[src/rtl/cpu_pkg.sv]
// cpu_pkg: definitions shared by the accumulator CPU blocks.
//   - sequencer state encoding (IDLE/FETCH/EXEC/HALTED)
//   - sequencer mode encoding (STEP/RUN)
//   - opcode constants shared with the instruction decoder
//   - default widths for the program counter and retired-instruction counter
package cpu_pkg;

  localparam int PCBTS_DEF  = 11;
  localparam int CNTBTS_DEF = 16;

  // Sequencer states, kept as plain constants for legacy tools.
  localparam logic [1:0] ST_IDLE   = 2'b00;
  localparam logic [1:0] ST_FETCH  = 2'b01;
  localparam logic [1:0] ST_EXEC   = 2'b10;
  localparam logic [1:0] ST_HALTED = 2'b11;

  localparam logic MODE_STEP = 1'b0;
  localparam logic MODE_RUN  = 1'b1;

  // Opcode field of the instruction word, decoded downstream.
  typedef enum logic [3:0] {
    OP_HLT  = 4'h0,
    OP_LDA  = 4'h1,
    OP_STA  = 4'h2,
    OP_ADD  = 4'h3,
    OP_SUB  = 4'h4,
    OP_JMP  = 4'h5,
    OP_JZ   = 4'h6,
    OP_LDI  = 4'h7,
    OP_ADDI = 4'h8,
    OP_SUBI = 4'h9
  } opcode_e;

  // True for the opcode that stops the sequencer.
  function automatic logic is_halt_op(input logic [3:0] op);
    return (op == OP_HLT);
  endfunction

endpackage

[src/rtl/sat_counter.sv]
// sat_counter: W-bit up counter that sticks at all-ones.
// Ports:
//   i_clk   - rising-edge clock
//   i_reset - asynchronous active-high reset (count -> 0)
//   i_clr   - synchronous clear, wins over i_en
//   i_en    - count enable, one increment per cycle
//   o_cnt   - registered count value
module sat_counter #(
  parameter int W = 16
) (
  input  logic         i_clk,
  input  logic         i_reset,
  input  logic         i_clr,
  input  logic         i_en,
  output logic [W-1:0] o_cnt
);

  logic [W-1:0] r_cnt;
  logic         w_at_max;

  assign w_at_max = &r_cnt;

  // Count register: clear wins, otherwise increment until all-ones.
  always_ff @(posedge i_clk or posedge i_reset) begin
    if (i_reset) begin
      r_cnt <= {W{1'b0}};
    end else if (i_clr) begin
      r_cnt <= {W{1'b0}};
    end else if (i_en && !w_at_max) begin
      r_cnt <= r_cnt + W'(1);
    end else begin
      r_cnt <= r_cnt;
    end
  end

  assign o_cnt = r_cnt;

endmodule

[src/rtl/cpu_sequencer.sv]
// cpu_sequencer: fetch/execute sequencer for the accumulator CPU.
// Owns the program counter and steps each instruction through FETCH
// (ROM read) and EXEC (decoder outputs applied). Free-running (RUN) or
// single-step (STEP) mode; HALT parks the machine until i_clear/i_reset.
// Ports:
//   i_clk, i_reset      - clock, asynchronous active-high reset
//   i_run, i_step       - start pulses, honoured only in IDLE (run wins)
//   i_clear             - synchronous return to IDLE, PC/counter zeroed
//   i_h_flg, i_w_pc     - decoder halt flag / PC write, used only in EXEC
//   o_pc                - registered ROM address
//   o_fetch, o_exec_en  - FETCH / EXEC phase strobes
//   o_busy, o_halted    - activity / halted status
//   o_inst_cnt          - retired (non-HALT) instruction count, saturating
module cpu_sequencer
  import cpu_pkg::*;
#(
  parameter int PCBTS  = PCBTS_DEF,
  parameter int CNTBTS = CNTBTS_DEF
) (
  input  logic              i_clk,
  input  logic              i_reset,
  input  logic              i_run,
  input  logic              i_step,
  input  logic              i_clear,
  input  logic              i_h_flg,
  input  logic              i_w_pc,
  output logic [PCBTS-1:0]  o_pc,
  output logic              o_fetch,
  output logic              o_exec_en,
  output logic              o_busy,
  output logic              o_halted,
  output logic [CNTBTS-1:0] o_inst_cnt
);

  logic [1:0]       r_state;
  logic             r_mode;
  logic [PCBTS-1:0] r_pc;

  logic [1:0]       w_state_nxt;
  logic             w_mode_nxt;
  logic [PCBTS-1:0] w_pc_nxt;
  logic             w_retire;

  // Next-state, mode and PC decode; i_clear overrides everything.
  always_comb begin
    w_state_nxt = r_state;
    w_mode_nxt  = r_mode;
    w_pc_nxt    = r_pc;
    w_retire    = 1'b0;
    if (i_clear) begin
      w_state_nxt = ST_IDLE;
      w_mode_nxt  = MODE_STEP;
      w_pc_nxt    = {PCBTS{1'b0}};
    end else begin
      case (r_state)
        ST_IDLE: begin
          if (i_run) begin
            w_mode_nxt  = MODE_RUN;
            w_state_nxt = ST_FETCH;
          end else if (i_step) begin
            w_mode_nxt  = MODE_STEP;
            w_state_nxt = ST_FETCH;
          end else begin
            w_state_nxt = ST_IDLE;
          end
        end
        ST_FETCH: begin
          w_state_nxt = ST_EXEC;
        end
        ST_EXEC: begin
          if (i_h_flg) begin
            // HALT does not retire: PC and counter stay put.
            w_state_nxt = ST_HALTED;
          end else begin
            w_retire = 1'b1;
            if (i_w_pc) begin
              w_pc_nxt = r_pc + PCBTS'(1);  // wraps modulo 2^PCBTS
            end else begin
              w_pc_nxt = r_pc;
            end
            if (r_mode == MODE_RUN) begin
              w_state_nxt = ST_FETCH;
            end else begin
              w_state_nxt = ST_IDLE;
            end
          end
        end
        ST_HALTED: begin
          w_state_nxt = ST_HALTED;
        end
        default: begin
          w_state_nxt = ST_IDLE;
        end
      endcase
    end
  end

  // State, mode and program counter registers.
  always_ff @(posedge i_clk or posedge i_reset) begin
    if (i_reset) begin
      r_state <= ST_IDLE;
      r_mode  <= MODE_STEP;
      r_pc    <= {PCBTS{1'b0}};
    end else begin
      r_state <= w_state_nxt;
      r_mode  <= w_mode_nxt;
      r_pc    <= w_pc_nxt;
    end
  end

  sat_counter #(
    .W (CNTBTS)
  ) u_inst_cnt (
    .i_clk   (i_clk),
    .i_reset (i_reset),
    .i_clr   (i_clear),
    .i_en    (w_retire),
    .o_cnt   (o_inst_cnt)
  );

  // Strobes decode straight from the state register, never from inputs.
  assign o_pc      = r_pc;
  assign o_fetch   = (r_state == ST_FETCH);
  assign o_exec_en = (r_state == ST_EXEC);
  assign o_busy    = (r_state == ST_FETCH) || (r_state == ST_EXEC);
  assign o_halted  = (r_state == ST_HALTED);

endmodule

[config.mk]
export PLATFORM = sky130hd
export DESIGN_NAME = cpu_sequencer
export DESIGN_NICKNAME = d
export VERILOG_FILES = /design/src/rtl/cpu_pkg.sv /design/src/rtl/sat_counter.sv /design/src/rtl/cpu_sequencer.sv
export SDC_FILE = /design/constraint.sdc
export NUM_CORES = 1
export LEC_CHECK = 0
export ABC_AREA = 1
export CORE_MARGIN = 1.5
export CORE_UTILIZATION = 55
export DETAILED_ROUTE_END_ITERATION = 16
export GPL_TIMING_DRIVEN = 0
export PLACE_DENSITY_LB_ADDON = 0.12
export SYNTH_ARGS = -nofsm -noshare
export SYNTH_HDL_FRONTEND = slang
export SYNTH_SLANG_ARGS = --single-unit
[constraint.sdc]
create_clock -name i_clk -period 4.5 [get_ports i_clk]
set_clock_uncertainty 0.1 [all_clocks]
set_input_delay 0.45 -clock i_clk [delete_from_list [all_inputs] [get_ports i_clk]]
set_output_delay 0.45 -clock i_clk [all_outputs]
set_load 0.005 [all_outputs]
==> impl_results.md <==
* Run status: finished clean
* Die area at 3680 sq um
* Core area at 3100 sq um
* Post-Synthesis Cell Area at 1830 sq um
* Clk_lat worst skew at 0.34 ns
* Distinct cells, synth at 23
* Fin crit share at 0.488
* Slew margin rel. at 0.254
* # H-tree levels at 2
* Type of the worst setup path: flip-flop to primary output
* CP Capture Type: primary output
* Antenna viol nets, final at 0
* Slowest cell on crit path: clkdlybuf4s50_1
* Ports at 38
* HP Start: r_mode
* # Max-Cap Violations at 0
* Clk sink count at 30
* Initial antenna violation count at 0
* Drt pass-1 iters at 4
* Die Width at 60.6 microns
* DP Wirelength at 2980 microns
* Wire length per cell at 12.4 microns
* Resize count post-CTS at 0
* Synth Warn # at 0
* Area delta synth->final at 27.5%
* Inst Count DP at 333
* CTS max path bufs at 2
* Setup tns final at 0 ns
* Hold WC Path Type: flip-flop to flip-flop
* Async set or reset register ratio after synthesis at 1.00
* Most frequent cells in the layout: nand2_1 (58), nand3_1 (49), clkdlybuf4s50_1 (37)
* First-pass GRT wire length at 7150 microns
* Floorplan row count at 20
* Vias post-DR at 1757
* Inserted Diodes at 0
* Commonest non-fill, non-tap cell in the layout: nand2_1
* Critical path required time at 3.95 ns
* 1st-iter DRT viols at 118
* Critical path arrival at 1.65 ns
* All-layer global routing usage at 0.261
* Final Max Slew Viols at 0
* DRC Markers at 0
* Non-filler cells, final at 341
* Root Buffer: clkbuf_4
* Peak supply drop at 0.311 mV
* CP max FO at 6
* Largest net degree at the start of global routing at 31
* Final Worst Setup Slack at 2.30 ns
* Total Power at 552 uW
* Layout cell share with drive strength beyond 1 at 0.0572
* Final wirelength at 4220 microns
* Nets at 310
* Initial core utilization at 0.589
* CTS tree: yes
* Mean Syn Cell Area at 7.25 sq um
* Dpl ws at 2.37 ns
* Worst setup SP type: flip-flop
* Leak at 1.10 nW
* Syn Nets at 266
* CP bufs+invs at 2
* Critical R2R Launch: r_state[0]
* # Post-CTS Setup Buffers at 0
* RSZ-0062 raised after global routing: false
* FMAX at 0.455 GHz
* Main synth FF type: dfrtp_1
* Crit-path cells: inv_1, ha_1, clkdlybuf4s50_1
* Cell Pwr Density at 237 nW/um^2
* EDFF count, synth at 0
* Die Ht at 60.6 microns
* Num CTS Buffers at 5
* Number of global-route vias before repair at 1582
* CP peak stage delay at 0.49 ns
* Worst-path clk slew at 0.10 ns
* FF+latch count, synth at 30
* DR vias/cell at 5.15
* RD Place Congestion at 0.860
* Endpoints failing hold at 0
* Worst slew pin tran at 1.12 ns
* Cells after Synth at 252
* CP delay by family, top: buffers and inverters
* Setup violations, final at 0
* CTS Hold Bufs at 0
* Port bufs at 37
* Sequential cell area fraction in the yosys report at 0.411
* Global route total overflow at 0
* Tmin final at 2.20 ns
* Crit. Startpoint: r_state[1]
==> metal layers <==
layer	share of wire	global-route usage
met5	0	0
met2	0.48	0.413
met1	0.45	0.357
met4	0.012	0.0745
met3	0.058	0.0640
==> layout make-up <==
class | instances | area, sq um
Clock buffer | 5 | 37.5
Multi-Input combinational cell | 184 | 917
Inverter | 33 | 124
Fill cell | 252 | 773
Clock inverter | 3 | 40.0
Buffer | 5 | 35.0
Tap cell | 44 | 55.1
Timing Repair Buffer | 37 | 370
Sequential cell | 30 | 751
==> sequential cells by signal, summed over array words and instances (netlist names) <==
name	cells
u_inst_cnt.o_cnt	16
o_pc	11
r_state	2
r_mode	1
==> worst reg2reg max path, stage by stage (launching register included) <==
cell	delay, ns
dfrtp_1	0.43
inv_1	0.12
ha_1	0.19
nand3_1	0.20
nor2_1	0.32
nand2_1	0.12
nand2_1	0.10
o21ai_0	0.08
nand2_1	0.07
inv_1	0.04
==> logic make-up (layout without fill, tap and decap cells) <==
kind of cell | Yosys count | count (layout) | synth area share
AND/OR/NAND/NOR | 149 | 149 | 0.357
AO/OA/AOI/OAI | 24 | 24 | 0.0781
buffers and inverters | 38 | 83 | 0.0870
adder cells (fa/ha/maj) | 7 | 7 | 0.0479
XOR/XNOR | 4 | 4 | 0.0192
flip-flops | 30 | 30 | 0.411
==> power breakdown <==
| group | switching, mW | internal [mW] | total (mW) | leakage [nW] |
|---|---|---|---|---|
| sequential | 0.00519 | 0.274 | 0.279 | 0.416 |
| clock | 0.103 | 0.115 | 0.218 | 0.0450 |
| combinational | 0.0300 | 0.0256 | 0.0556 | 0.635 |
| total | 0.138 | 0.414 | 0.552 | 1.10 |
==> synth_stat cells (2+ instances only) <==
master	number	share of area
nand2_1	58	0.12
nand3_1	49	0.13
inv_1	32	0.066
nor2_1	32	0.066
dfrtp_1	30	0.41
o21ai_0	11	0.030
a21oi_1	8	0.022
ha_1	7	0.048
xor2_1	4	0.019
nand4_1	3	0.010
nor3_1	3	0.0082
buf_6	2	0.012
nor2_4	2	0.012
o21bai_1	2	0.0082
==> stage by stage <==
stage	instance area, sq um	utilization	hold WS [ns]
after floorplan	1830	-	0.374
after global placement	2250	0.726	0.395
after detailed placement	2250	0.726	0.398
after CTS	2330	0.751	0.419
after global routing	2330	0.751	0.471
final	2330	0.751	0.414
==> final timing paths <==
check / cells after the start / endpoint / slack, ns
max: 3 / o_busy / 2.30
min: 2 / r_mode / 0.41
max reg2reg: 9 / o_pc[7] / 2.65
min reg2reg: 2 / r_mode / 0.41
max in group asynchronous: 2 / r_mode / 3.03
min in group asynchronous: 2 / o_pc[10] / 0.58
Power figures use the tool's default switching activity.
